**src/rtl/cla_pipe_adder.sv**
```systemverilog
// cla_pipe_adder: pipelined carry-lookahead adder/subtractor, one GROUP-bit slice per stage
module cla_pipe_adder #(
    parameter int WIDTH = 16,
    parameter int GROUP = 4
) (
    input  logic             clk,
    input  logic             rst,
    input  logic             in_valid,
    output logic             in_ready,
    input  logic [WIDTH-1:0] a,
    input  logic [WIDTH-1:0] b,
    input  logic             cin,
    input  logic             sub,
    output logic             out_valid,
    input  logic             out_ready,
    output logic [WIDTH-1:0] sum,
    output logic             cout,
    output logic             ovf,
    output logic             pout,
    output logic             gout
);
    localparam int NSTG = WIDTH / GROUP;

    if (GROUP > WIDTH || WIDTH % GROUP != 0) begin : g_bad_params
        $error("cla_pipe_adder: GROUP must divide WIDTH");
    end

    // returns {group P, group G, c[GROUP:0]}; c[i] = G[i-1:0] | P[i-1:0] & ci
    function automatic logic [GROUP+2:0] la(input logic [GROUP-1:0] p, g, input logic ci);
        logic [GROUP:0] c;
        logic tp, tg;
        tp = 1'b1;
        tg = 1'b0;
        c[0] = ci;
        for (int i = 0; i < GROUP; i++) begin
            tg = g[i] | p[i] & tg;
            tp = tp & p[i];
            c[i+1] = tg | tp & ci;
        end
        return {tp, tg, c};
    endfunction

    logic adv;
    assign adv = ~out_valid | out_ready;
    assign in_ready = adv;

    for (genvar k = 0; k < NSTG; k++) begin : g_stg
        logic [WIDTH-1:0] xa, xb, xs, ns, rs;
        logic xv, xc, xp, xg, gp, gg, rv, rc, rp, rg;
        logic [GROUP-1:0] p, g;
        logic [GROUP:0] c;
        if (k == 0) begin : g_in
            assign xv = in_valid;
            assign xa = a;
            assign xb = sub ? ~b : b;
            assign xc = sub | cin;
            assign xp = 1'b1;
            assign xg = 1'b0;
            assign xs = '0;
        end else begin : g_in
            assign xv = g_stg[k-1].rv;
            assign xa = g_stg[k-1].g_op.ra;
            assign xb = g_stg[k-1].g_op.rb;
            assign xc = g_stg[k-1].rc;
            assign xp = g_stg[k-1].rp;
            assign xg = g_stg[k-1].rg;
            assign xs = g_stg[k-1].rs;
        end
        assign p = xa[GROUP-1:0] ^ xb[GROUP-1:0];
        assign g = xa[GROUP-1:0] & xb[GROUP-1:0];
        assign {gp, gg, c} = la(p, g, xc);
        // sum bits enter at the top and shift down, so the word is aligned after the last stage
        assign ns = WIDTH'({p ^ c[GROUP-1:0], xs} >> GROUP);
        always_ff @(posedge clk) begin
            if (rst) begin
                rv <= 1'b0;
                rs <= '0;
                rc <= 1'b0;
                rp <= 1'b0;
                rg <= 1'b0;
            end else if (adv) begin
                rv <= xv;
                rs <= ns;
                rc <= c[GROUP];
                rp <= xp & gp;
                rg <= gg | gp & xg;
            end
        end
        if (k < NSTG - 1) begin : g_op
            logic [WIDTH-1:0] ra, rb;
            always_ff @(posedge clk) begin
                if (adv) begin
                    ra <= xa >> GROUP;
                    rb <= xb >> GROUP;
                end
            end
        end
        if (k == NSTG - 1) begin : g_last
            logic ro;
            always_ff @(posedge clk) begin
                if (rst)
                    ro <= 1'b0;
                else if (adv)
                    ro <= c[GROUP] ^ c[GROUP-1];
            end
        end
    end

    assign out_valid = g_stg[NSTG-1].rv;
    assign sum       = g_stg[NSTG-1].rs;
    assign cout      = g_stg[NSTG-1].rc;
    assign pout      = g_stg[NSTG-1].rp;
    assign gout      = g_stg[NSTG-1].rg;
    assign ovf       = g_stg[NSTG-1].g_last.ro;
endmodule

```
**config.mk**
```make
export PLATFORM = sky130hd
export DESIGN_NAME = cla_pipe_adder
export DESIGN_NICKNAME = d
export VERILOG_FILES = /design/src/rtl/cla_pipe_adder.sv
export SDC_FILE = /design/constraint.sdc
export NUM_CORES = 1
export LEC_CHECK = 0
export BUFFER_PORTS_ARGS = -buffer_cell sky130_fd_sc_hd__clkbuf_2
export CORE_UTILIZATION = 57
export DETAILED_ROUTE_END_ITERATION = 8
export GPL_TIMING_DRIVEN = 0
export HOLD_SLACK_MARGIN = 0.05
export PLACE_DENSITY = 0.81
export SLEW_MARGIN = 15
export SYNTH_ARGS = -nofsm -noshare
export SYNTH_HDL_FRONTEND = slang
export SYNTH_SLANG_ARGS = --single-unit
```
**constraint.sdc**
```tcl
create_clock -name clk -period 3.05 [get_ports clk]
set_input_delay 0.1525 -clock clk [delete_from_list [all_inputs] [get_ports clk]]
set_output_delay 0.1525 -clock clk [all_outputs]
set_load 0.03 [all_outputs]
```
======== After elaboration in Yosys (flattened, before gate mapping) ========
Cells that the tools add are included.
word-level totals
  bits of input ports ..................... 38
  output and inout bits ................... 22
  flip-flop bits (word level) ............. 105
cells by class
  bitwise logic cells ..................... 94
  multiplexer cells ....................... 1
operators by type and width
  cell         count
  $and 1x1->1  46
  $or 1x1->1   33
  $xor 4x4->4  8
  $and 4x4->4  4
  $mux 16      1
  $not 16->16  1
  $not 1->1    1
  $xor 1x1->1  1

======== Logic depth before layout (Yosys ltp) ========
  word-level depth ........................ 10
  mapped depth ............................ 8
  mapped depth without buffers ............ 6

======== Least setup slack after synthesis ========
No wires, ideal clock.
  kind .................................... reg-to-reg
  start point ............................. reg g_stg[3].rv (netlist: out_valid)
  end point ............................... reg g_stg[0].g_op.ra[0] (enable)
  setup time .............................. 443 ps
  slack ................................... 174 ps
  buffers on the path ..................... 1
  arrival time ............................ 2,432 ps
  stages on the path, launching flop included .. 4
  cell sequence ........................... dfxtp_1 > nor2b_1 > inv_2 > clkbuf_1
on the way
  cells in the longest elaborated chain, start to end .. 2
ends and longest elaborated chain
  item                      line  RTL
  start: declaration        49    logic xv, xc, xp, xg, gp, gg, rv, rc, rp, rg;
  start signal: assignment  82    rv <= xv;
  $not 1->1                 44    assign adv = ~out_valid | out_ready;
  $or 1x1->1                44
  named net in_ready        9     output logic in_ready,
  end signal: assignment    93    ra <= xa >> GROUP;
  end: declaration          90    logic [WIDTH-1:0] ra, rb;
The timed path passes the listed nets, and every way through them passes these cells.
A chain may end at the register's enable or synchronous reset.

======== Final worst setup path ========
  start point ............................. reg g_stg[3].rv (netlist: out_valid)
  end point ............................... out in_ready
on the way
  cells in the longest elaborated chain, start to end .. 2
ends and longest elaborated chain
  item              line
  $not 1->1         44
  $or 1x1->1        44
  end: declaration  9
No other way between the ends.

==> summary.txt <==
Synth
  – Syn_nets: 451
  – Synth Register Bits: 105
  – Top post-synthesis cells by area: edfxtp_1 (34%), dfxtp_1 (27%), nand2_1 (6.1%)
  – Synth area leader: edfxtp_1
  – Synth cell types: 37
  – Ys Warns: 0
  – Synth Instances: 393
  – Sequential-to-total area share from yosys stat: 0.604
  – Top-area cell type share of the netlist area: 0.337
  – Cell Area, Synth: 4280 µm²
  – Post-Syn Area per Cell: 10.9 µm²

Worst setup path
  – CP Data Required Time: 2.90 ns
  – Reg2Reg Depth: 5
  – Worst Path Arrival: 2.03 ns
  – RR Startpoint: g_stg[2].g_op.ra[0]
  – Crit path kind: reg2out
  – Element type at the critical path start: flop
  – Worst-path maximum fanout: 58
  – FF-to-FF setup slack: 1.11 ns
  – Critical path endpoint category: output port
  – R2r endpoint: ovf

Route
  – DR WL met3: 365 µm
  – Via count: 3119
  – Met1 WL: 3.63 mm
  – Drt total wl: 8.05 mm
  – Drt pass-1 iters: 4
  – Metal2 WL: 3.86 mm
  – Iteration-0 DRC count of the detailed router: 219
  – Highest Signal Layer: met4
  – Routed len/inst: 13.9 µm
  – DRT antenna net count: 0
  – Residual DRC: 0
  – Via/cell ratio: 5.39

Floorplan
  – CORE AREA: 7250 µm²
  – Row cnt: 31
  – Die area: 7850 µm²
  – Initial Util: 0.590
  – Chip Height: 88.6 µm
  – I/O pin count: 60
  – Die extent in x: 88.6 µm

Placement
  – Gpl congestion: 0.785
  – Post-detail-place hpwl: 5.51 mm
  – Post-DP Area: 4690 µm²
  – PortBufs: 58
  – Pre-CTS setup slack: 0.924 ns

Final layout
  – Layout cells sized above 1: 0.169
  – ANT cells: 0
  – Fin util: 0.694
  – Design area: 5030 µm²
  – Nets: 533
  – Area growth syn-to-layout: 17.7%

Global routing
  – Gr usage total: 0.223
  – Initial antenna violation count: 0
  – First-pass GRT wire length: 12.9 mm
  – Vias in the first global route: 2882
  – Grt ovf: 0
  – Largest net degree at the start of global routing: 59

Timing
  – Worst-margin pin slew: 0.746 ns
  – Final Max Tran Viols: 0
  – # setup viols final: 0
  – Worst Skew: 0.0114 ns
  – Final hold vios: 0
  – Tmin final: 2.19 ns
  – Period utilization: 0.717
  – Final worst slack: 0.863 ns
  – Relative slew margins: 0.503
  – RSZ-0062 raised after global routing: false
  – Fmax: 0.457 GHz
  – Setup Total Neg Slack: 0 ns

Clocking
  – Max H-tree Level: 3
  – Clk_lat worst skew: 0.38 ns
  – Clock transition at path regs: 0.10 ns
  – Number of CTS-inserted buffers: 9
  – Clk sinks: 105
  – CTS tree: done
  – Worst-case clock buffer depth: 2
  – Root Buffer: clkbuf_8
  – Post-CTS Setup Bufs: 0

Worst hold path
  – Hold depth: 2
  – Sink of the worst hold path: g_stg[0].g_op.rb[7]
  – Type of the most critical hold path: in2reg
  – Hold Path Origin: b[11]

Status
  – Outcome: finished clean

Pwr
  – Total Power Consumption: 3.06 mW
  – VDD IR-drop max: 0.325 mV
  – Power Dens Cells: 607 nW/µm²
  – Pleak: 2.08 nW

Job
  – Max Cap Viol: 0
==> through the flow <==
stage                     hold WS [ns]  std cells
final                           0.0672        579
after global routing            0.0582        579
after CTS                       0.0546        579
after detailed placement         0.331        550
after global placement           0.329        550
after floorplan                  0.251        393
==> routing by layer <==
metal  global-route usage  up-vias
li1                     -     1548
met1                0.274     1468
met2                0.371       82
met3               0.0560       21
met4                0.104        0
met5                    0        -
==> worst max path at each step <==
stage / cells past startpoint / slack, ns / to / from
2_1_floorplan: 3 / 0.17 / g_stg[0].g_op.ra[0] / out_valid
3_3_place_gp: 4 / -0.23 / in_ready / out_valid
3_5_place_dp: 8 / 0.92 / g_stg[0].rs[14] / sub
4_1_cts: 4 / 0.87 / in_ready / out_valid
5_1_grt: 4 / 0.73 / in_ready / out_valid
6_report: 4 / 0.86 / in_ready / out_valid
==> Yosys cell counts <==
cell / count
o21ai_0: 16
a211oi_1: 7
o21a_1: 2
xnor2_1: 7
inv_1: 11
a2111o_1: 1
a2111oi_0: 1
buf_6: 1
edfxtp_1: 48
a31oi_1: 7
a21oi_1: 49
o21bai_1: 1
and3_1: 3
nand3_1: 15
or2_2: 1
nand2b_1: 1
clkinv_1: 1
nor2_1: 9
or4_1: 1
and4_1: 1
buf_2: 3
fa_1: 4
a21o_1: 8
nor4b_1: 4
nand2_1: 69
and2_1: 1
xor2_1: 16
clkbuf_1: 9
o211ai_1: 4
dfxtp_1: 57
inv_2: 1
buf_1: 7
ha_1: 16
nor2b_1: 3
nor3_1: 4
a211o_1: 1
nand4_1: 3
==> layout by cell type (no fill, tap or decap), types with 2 or more instances in the layout <==
cell / instances
buf_1: 7
fa_1: 4
o211ai_1: 4
clkbuf_2: 58
a21o_1: 8
a211oi_1: 7
a31oi_1: 7
nor2_1: 9
dfxtp_1: 57
inv_6: 2
a21oi_1: 49
nand2_1: 69
nand3_1: 15
edfxtp_1: 48
and3_1: 3
clkbuf_8: 9
nand4_1: 3
ha_1: 16
buf_2: 3
dlygate4sd3_1: 13
xor2_1: 16
inv_1: 11
xnor2_1: 7
o21ai_0: 16
nor3_1: 4
o21a_1: 2
nor2b_1: 3
nor4b_1: 4
clkbuf_1: 8
==> state kept, by name (all words and copies together), names as in the netlist <==
name / count
gout: 1
sum: 16
g_stg.rv: 3
ovf: 1
out_valid: 1
g_stg.rp: 3
g_stg.rc: 3
cout: 1
g_stg.rg: 3
pout: 1
g_stg.g_op.rb: 24
g_stg.rs: 24
g_stg.g_op.ra: 24
==> logic make-up after synthesis <==
family | after synthesis | synth area share
adder cells (fa/ha/maj) | 20 | 0.0655
flip-flops | 105 | 0.604
buffers and inverters | 33 | 0.0316
AND/OR/NAND/NOR | 115 | 0.120
AO/OA/AOI/OAI | 97 | 0.132
XOR/XNOR | 23 | 0.0471
==> worst max-delay path, stage by stage, from the launching register on <==
cell and delay (ns):
dfxtp_1 0.32, nor2b_1 0.16, inv_2 0.16, clkbuf_4 0.63, clkbuf_2 0.33
==> power breakdown <==
part | switching, mW | internal (mW) | total [mW]
Sequential | 0.0659 | 1.62 | 1.68
Combinational | 0.283 | 0.205 | 0.487
Clock | 0.488 | 0.398 | 0.886
==> final cells by class <==
cell class	count	area (µm²)
plain buffers	20	90.1
clock buffers	10	149
clock inverters	6	60.1
fillers	559	2220
inverters	13	48.8
multi-input cells	255	1560
flip-flops and latches	105	2580
well taps	99	124
repair buffers	71	420
==> what timing repair did <==
item,CTS,global route
hold endpoints to repair,13,0
resized for setup,0,0
hold buffers,13,0
(Power assumes the default switching activity.)
